`config.mk`:
```
export PLATFORM = sky130hd
export DESIGN_NAME = uart_tx_fifo
export DESIGN_NICKNAME = d
export VERILOG_FILES = /design/src/rtl/uart_pkg.sv /design/src/rtl/uart_fifo.sv /design/src/rtl/uart_tx_fifo.sv
export SDC_FILE = /design/constraint.sdc
export NUM_CORES = 1
export LEC_CHECK = 0
export BUFFER_PORTS_ARGS = -buffer_cell sky130_fd_sc_hd__buf_2
export CAP_MARGIN = 30
export CORE_MARGIN = 3
export CORE_UTILIZATION = 45
export DETAILED_ROUTE_END_ITERATION = 6
export SLEW_MARGIN = 20
export SYNTH_ARGS = -nofsm -noshare
export SYNTH_HDL_FRONTEND = slang
export SYNTH_SLANG_ARGS = --single-unit
```
`constraint.sdc`:
```
create_clock -name clk -period 2.2 [get_ports clk]
set_input_delay 0.22 -clock clk [delete_from_list [all_inputs] [get_ports clk]]
set_output_delay 0.22 -clock clk [all_outputs]
set_load 0.1 [all_outputs]
```
`src/rtl/uart_pkg.sv`:
```
// Shared definitions for the buffered UART transmitter: parity modes,
// shifter state encoding and the parity-bit helper.
package uart_pkg;

  localparam int PARITY_NONE = 0;
  localparam int PARITY_ODD  = 1;
  localparam int PARITY_EVEN = 2;

  typedef enum logic [2:0] {
    ST_IDLE,
    ST_START,
    ST_DATA,
    ST_PARITY,
    ST_STOP
  } tx_state_t;

  // data_xor is the XOR-reduction of the data word (1 = odd number of ones)
  function automatic logic parity_bit(input logic data_xor, input int mode);
    return (mode == PARITY_ODD) ? ~data_xor : data_xor;
  endfunction

endpackage

```
`src/rtl/uart_fifo.sv`:
```
// Synchronous FIFO with registered full/empty flags; pointers carry one extra
// wrap bit so equal low bits can be told apart as full or empty.
module uart_fifo #(
  parameter int WIDTH = 8,
  parameter int DEPTH = 4
) (
  input  logic             clk,
  input  logic             rst,
  input  logic [WIDTH-1:0] wdata,
  input  logic             push,
  input  logic             pop,
  output logic [WIDTH-1:0] rdata,
  output logic             full,
  output logic             empty
);

  localparam int AW = $clog2(DEPTH);

  if (DEPTH < 2 || (DEPTH & (DEPTH - 1)) != 0) begin : g_bad_depth
    $error("uart_fifo: DEPTH must be a power of two and at least 2");
  end

  logic [WIDTH-1:0] mem [DEPTH];
  logic [AW:0]      wr_ptr;
  logic [AW:0]      rd_ptr;
  logic [AW:0]      wr_nxt;
  logic [AW:0]      rd_nxt;
  logic             do_push;
  logic             do_pop;

  // a full FIFO refuses writes even when a pop frees a slot on the same edge
  assign do_push = push && !full;
  assign do_pop  = pop && !empty;

  assign wr_nxt = do_push ? wr_ptr + 1'b1 : wr_ptr;
  assign rd_nxt = do_pop  ? rd_ptr + 1'b1 : rd_ptr;

  always_ff @(posedge clk) begin
    if (rst) begin
      wr_ptr <= '0;
      rd_ptr <= '0;
      full   <= 1'b0;
      empty  <= 1'b1;
    end else begin
      wr_ptr <= wr_nxt;
      rd_ptr <= rd_nxt;
      empty  <= (wr_nxt == rd_nxt);
      full   <= (wr_nxt[AW] != rd_nxt[AW]) &&
                (wr_nxt[AW-1:0] == rd_nxt[AW-1:0]);
    end
  end

  always_ff @(posedge clk) begin
    if (!rst && do_push) begin
      mem[wr_ptr[AW-1:0]] <= wdata;
    end
  end

  assign rdata = mem[rd_ptr[AW-1:0]];

endmodule

```
`src/rtl/uart_tx_fifo.sv`:
```
// Buffered UART transmitter: words enter a FIFO over valid/ready and are
// serialised with configurable divisor, width, parity and stop bits.
//
//   state     | meaning
//   ----------+-------------------------------------------------------------
//   ST_IDLE   | line high, waiting for the FIFO to hold a word
//   ST_START  | start bit (line low) for one bit time
//   ST_DATA   | data bits LSB first, one bit time each
//   ST_PARITY | parity bit for one bit time (only when parity is enabled)
//   ST_STOP   | line high for STOP_BITS bit times; chains straight to START
module uart_tx_fifo
  import uart_pkg::*;
#(
  parameter int CLKS_PER_BIT = 868,
  parameter int DATA_BITS    = 8,
  parameter int PARITY       = 0,
  parameter int STOP_BITS    = 1,
  parameter int FIFO_DEPTH   = 4
) (
  input  logic                 clk,
  input  logic                 rst,
  input  logic [DATA_BITS-1:0] in__data,
  input  logic                 in__valid,
  output logic                 out__ready,
  output logic                 out__tx,
  output logic                 out__busy
);

  if (CLKS_PER_BIT < 2) begin : g_bad_clks
    $error("uart_tx_fifo: CLKS_PER_BIT must be at least 2");
  end
  if (DATA_BITS < 5 || DATA_BITS > 9) begin : g_bad_width
    $error("uart_tx_fifo: DATA_BITS must be in 5..9");
  end
  if (PARITY != PARITY_NONE && PARITY != PARITY_ODD && PARITY != PARITY_EVEN) begin : g_bad_parity
    $error("uart_tx_fifo: PARITY must be 0, 1 or 2");
  end
  if (STOP_BITS != 1 && STOP_BITS != 2) begin : g_bad_stop
    $error("uart_tx_fifo: STOP_BITS must be 1 or 2");
  end
  if (FIFO_DEPTH < 2 || (FIFO_DEPTH & (FIFO_DEPTH - 1)) != 0) begin : g_bad_depth
    $error("uart_tx_fifo: FIFO_DEPTH must be a power of two and at least 2");
  end

  localparam int            BW        = $clog2(CLKS_PER_BIT);
  localparam logic [BW-1:0] BAUD_LAST = BW'(CLKS_PER_BIT - 1);
  localparam logic [3:0]    DATA_LAST = 4'(DATA_BITS - 1);
  localparam logic [3:0]    STOP_LAST = 4'(STOP_BITS - 1);

  tx_state_t            state;
  logic [BW-1:0]        baud_cnt;
  logic [3:0]           bit_cnt;
  logic [DATA_BITS-1:0] shreg;
  logic                 par_q;
  logic                 tx_q;

  logic [DATA_BITS-1:0] fifo_rdata;
  logic                 fifo_full;
  logic                 fifo_empty;
  logic                 pop;
  logic                 bit_end;

  uart_fifo #(
    .WIDTH (DATA_BITS),
    .DEPTH (FIFO_DEPTH)
  ) u_fifo (
    .clk   (clk),
    .rst   (rst),
    .wdata (in__data),
    .push  (in__valid),
    .pop   (pop),
    .rdata (fifo_rdata),
    .full  (fifo_full),
    .empty (fifo_empty)
  );

  assign bit_end = (baud_cnt == BAUD_LAST);

  // head is taken either from idle or on the final stop cycle, so frames chain
  assign pop = !fifo_empty &&
               ((state == ST_IDLE) ||
                (state == ST_STOP && bit_end && bit_cnt == STOP_LAST));

  always_ff @(posedge clk) begin
    if (rst) begin
      state    <= ST_IDLE;
      baud_cnt <= '0;
      bit_cnt  <= '0;
      shreg    <= '0;
      par_q    <= 1'b0;
      tx_q     <= 1'b1;
    end else begin
      if (pop) begin
        shreg <= fifo_rdata;
        par_q <= parity_bit(^fifo_rdata, PARITY);
      end

      case (state)
        ST_IDLE: begin
          tx_q     <= 1'b1;
          baud_cnt <= '0;
          bit_cnt  <= '0;
          if (pop) begin
            state <= ST_START;
            tx_q  <= 1'b0;
          end
        end

        ST_START: begin
          if (bit_end) begin
            baud_cnt <= '0;
            bit_cnt  <= '0;
            state    <= ST_DATA;
            tx_q     <= shreg[0];
            shreg    <= shreg >> 1;
          end else begin
            baud_cnt <= baud_cnt + 1'b1;
          end
        end

        ST_DATA: begin
          if (bit_end) begin
            baud_cnt <= '0;
            if (bit_cnt == DATA_LAST) begin
              bit_cnt <= '0;
              if (PARITY != PARITY_NONE) begin
                state <= ST_PARITY;
                tx_q  <= par_q;
              end else begin
                state <= ST_STOP;
                tx_q  <= 1'b1;
              end
            end else begin
              bit_cnt <= bit_cnt + 1'b1;
              tx_q    <= shreg[0];
              shreg   <= shreg >> 1;
            end
          end else begin
            baud_cnt <= baud_cnt + 1'b1;
          end
        end

        ST_PARITY: begin
          if (bit_end) begin
            baud_cnt <= '0;
            bit_cnt  <= '0;
            state    <= ST_STOP;
            tx_q     <= 1'b1;
          end else begin
            baud_cnt <= baud_cnt + 1'b1;
          end
        end

        ST_STOP: begin
          if (bit_end) begin
            baud_cnt <= '0;
            if (bit_cnt == STOP_LAST) begin
              bit_cnt <= '0;
              if (pop) begin
                state <= ST_START;
                tx_q  <= 1'b0;
              end else begin
                state <= ST_IDLE;
                tx_q  <= 1'b1;
              end
            end else begin
              bit_cnt <= bit_cnt + 1'b1;
            end
          end else begin
            baud_cnt <= baud_cnt + 1'b1;
          end
        end

        default: begin
          state <= ST_IDLE;
          tx_q  <= 1'b1;
        end
      endcase
    end
  end

  assign out__tx    = tx_q;
  assign out__ready = !fifo_full;
  assign out__busy  = (state != ST_IDLE) || !fifo_empty;

endmodule
```
==> impl_metrics.env <==
export IMPL_gr_usage_met2_pct=24.9
export IMPL_total_power_mw=3.24
export IMPL_skew_ns=0.0162
export IMPL_gr_usage_met3_pct=3.57
export IMPL_cts_tree="built"
export IMPL_worstPathMaxFanout=11
export IMPL_synth_area_top_cells="edfxtp_1 (32%), dfxtp_1 (23%), mux4_2 (6.7%), nor2_1 (3.4%), ha_1 (3.3%)"
export IMPL_cts_root_buf="clkbuf_8"
export IMPL_status="complete, no violations"
export IMPL_placementRows=29
export IMPL_start_util_pct=47.0
export IMPL_required_ns=2.45
export IMPL_portBuffers=13
export IMPL_synth_seq_cells=66
export IMPL_power_density_mw_per_mm2=933
export IMPL_grt_use_total_pct=15.5
export IMPL_synth_warnings=0
export IMPL_syn_area_mm2=0.00302
export IMPL_path_clk_slew_ns=0.09
export IMPL_syn_avg_cell_area_um2=11.7
export IMPL_p_leak_nw=1.31
export IMPL_first_pass_iters=4
export IMPL_fillers=571
export IMPL_end_kind="flop"
export IMPL_floorplan_core_area_mm2=0.00642
export IMPL_critical_path_class="flop to flop"
export IMPL_drtIter0Drc=92
export IMPL_wl_per_cell_um=14.6
export IMPL_wl_um=5360
export IMPL_slew_violations=0
export IMPL_fin_nets=305
export IMPL_cts_sinks=66
export IMPL_met1_usage_pct=20.5
export IMPL_dieWidth_um=87.9
export IMPL_vdd_drop_max_uv=704
export IMPL_tightest_slew_ns=0.514
export IMPL_grt_busiest_layer="met2"
export IMPL_synth_flop_cell="dfxtp_1"
export IMPL_antenna_found_initial=0
export IMPL_hold_path_class="primary input to flop"
export IMPL_gp_congestion=0.772
export IMPL_first_global_vias=1853
export IMPL_grt_pass1_wl_um=8950
export IMPL_setup_violations_final=0
export IMPL_diodes=0
export IMPL_yosysTopAreaCell="edfxtp_1"
export IMPL_synth_distinct_cells=44
export IMPL_via_per_inst=5.30
export IMPL_syn_nets=278
export IMPL_ant_nets=0
export IMPL_period_share_pct=93.2
export IMPL_grt_max_degree=25
export IMPL_finalHoldViolations=0
export IMPL_final_util_pct=54.1
export IMPL_slew_limit_headroom_pct=65.6
export IMPL_dp_hpwl_um=3680
export IMPL_vias=1949
export IMPL_drive_gt1_share_pct=22.3
export IMPL_area_growth_pct=15.0
export IMPL_yosys_area_top_type_share_pct=31.8
export IMPL_ys_async_sr_fraction_pct=0
export IMPL_htree_num_levels=3
export IMPL_synth_edff_count=32
export IMPL_final_cell_area_mm2=0.00347
export IMPL_ios=14
export IMPL_fmax_mhz=488
export IMPL_synth_cells=259
export IMPL_die_y_um=87.9
export IMPL_clk_latency_ns=0.34
export IMPL_fin_crit_ns=2.05
export IMPL_clk_path_buf_depth=2
export IMPL_synthTopCellsByCount="dfxtp_1 (34), edfxtp_1 (32), nor2_1 (27)"
export IMPL_max_cap_viol_count=0
export IMPL_synth_most_common_cell="dfxtp_1"
export IMPL_grt_overflow=0
export IMPL_cts_buffers=9
export IMPL_fin_hold_ws_ns=0.0863
export IMPL_start_kind="flop"
export IMPL_dieArea_mm2=0.00773
export IMPL_arrival_ns=2.30
export IMPL_drc=0
export IMPL_synth_seq_area_share_pct=54.3
export IMPL_place_area_mm2=0.00325
[where the power goes]
part	internal, mW	switching, mW	total [mW]
Sequential	1.37	0.0693	1.44
Combinational	0.337	0.408	0.744
Clock	0.543	0.511	1.05
[final cells by class]
class / instances / area, um2 / share of cell area (%)
multi-input combinational: 168 / 1290 / 37.2
clock buffer: 9 / 124 / 3.57
inverter: 11 / 41.3 / 1.19
timing repair buffer: 30 / 196 / 5.65
sequential: 66 / 1640 / 47.2
clock inverter: 7 / 81.3 / 2.34
tap: 77 / 96.3 / 2.77
[timing repair]
item,CTS,global route
gates resized for setup,1,4
setup buffers,0,0
setup endpoints to repair,7,8
hold buffers,0,0
[flip-flops by register name (all words and copies together), names as in the netlist]
signal / cells
bit_cnt: 4
u_fifo.full: 1
u_fifo.rd_ptr: 3
shreg: 8
u_fifo.wr_ptr: 3
state: 3
u_fifo.empty: 1
baud_cnt: 10
u_fifo.mem: 32
out__tx: 1
[worst max-delay path, stage by stage, from the launching register on]
cell and delay, ns:
dfxtp_1 0.35, ha_1 0.18, nor4b_4 0.25, a41oi_2 0.17, or4_4 0.47, buf_6 0.18
mux2i_1 0.12, a211oi_1 0.23
[through the flow]
stage | setup TNS [ns] | setup slack [ns] | cells
after CTS | 0 | 0.0338 | 368
final | 0 | 0.150 | 368
after detailed placement | -0.0187 | -0.0126 | 352
after floorplan | 0 | 0.0978 | 259
after global routing | -0.00378 | -0.00378 | 368
after global placement | 0 | 0.0715 | 352
[metal layers]
layer / up-vias / part of all wire (%)
li1: 999 / -
met1: 906 / 48
met2: 36 / 48
met3: 8 / 3.1
met4: 0 / 0.89
met5: - / 0
[kinds of logic (layout without fill, tap and decap cells)]
kind of cell,Yosys count,in the layout,synth area share (%)
simple gates,84,84,14.8
xor+xnor,15,15,4.35
buf+inv,25,57,3.48
mux,21,21,10.9
flops,66,66,54.3
compound gates,39,39,8.49
fa+ha+maj,9,9,3.64
[worst paths after layout]
check / start / to / slack, ns / cells after the start
worst max register to register: baud_cnt[1] / shreg[3] / 0.15 / 7
worst max-delay path: baud_cnt[1] / shreg[3] / 0.15 / 7
worst min-delay path: in__data[5] / u_fifo.mem[1][5] / 0.09 / 1
worst min register to register: shreg[5] / shreg[4] / 0.51 / 2
[cells in the final DEF (no fill, tap or decap), types with 9 or more instances in the layout]
cell	instances
clkbuf_8	9
o21ai_0	9
nand3_1	15
mux2i_1	10
edfxtp_1	32
a21oi_1	10
buf_2	13
nor2_1	27
dfxtp_1	34
buf_4	16
inv_1	10
mux4_2	9
Note: power is estimated with default switching activity, not from simulation.
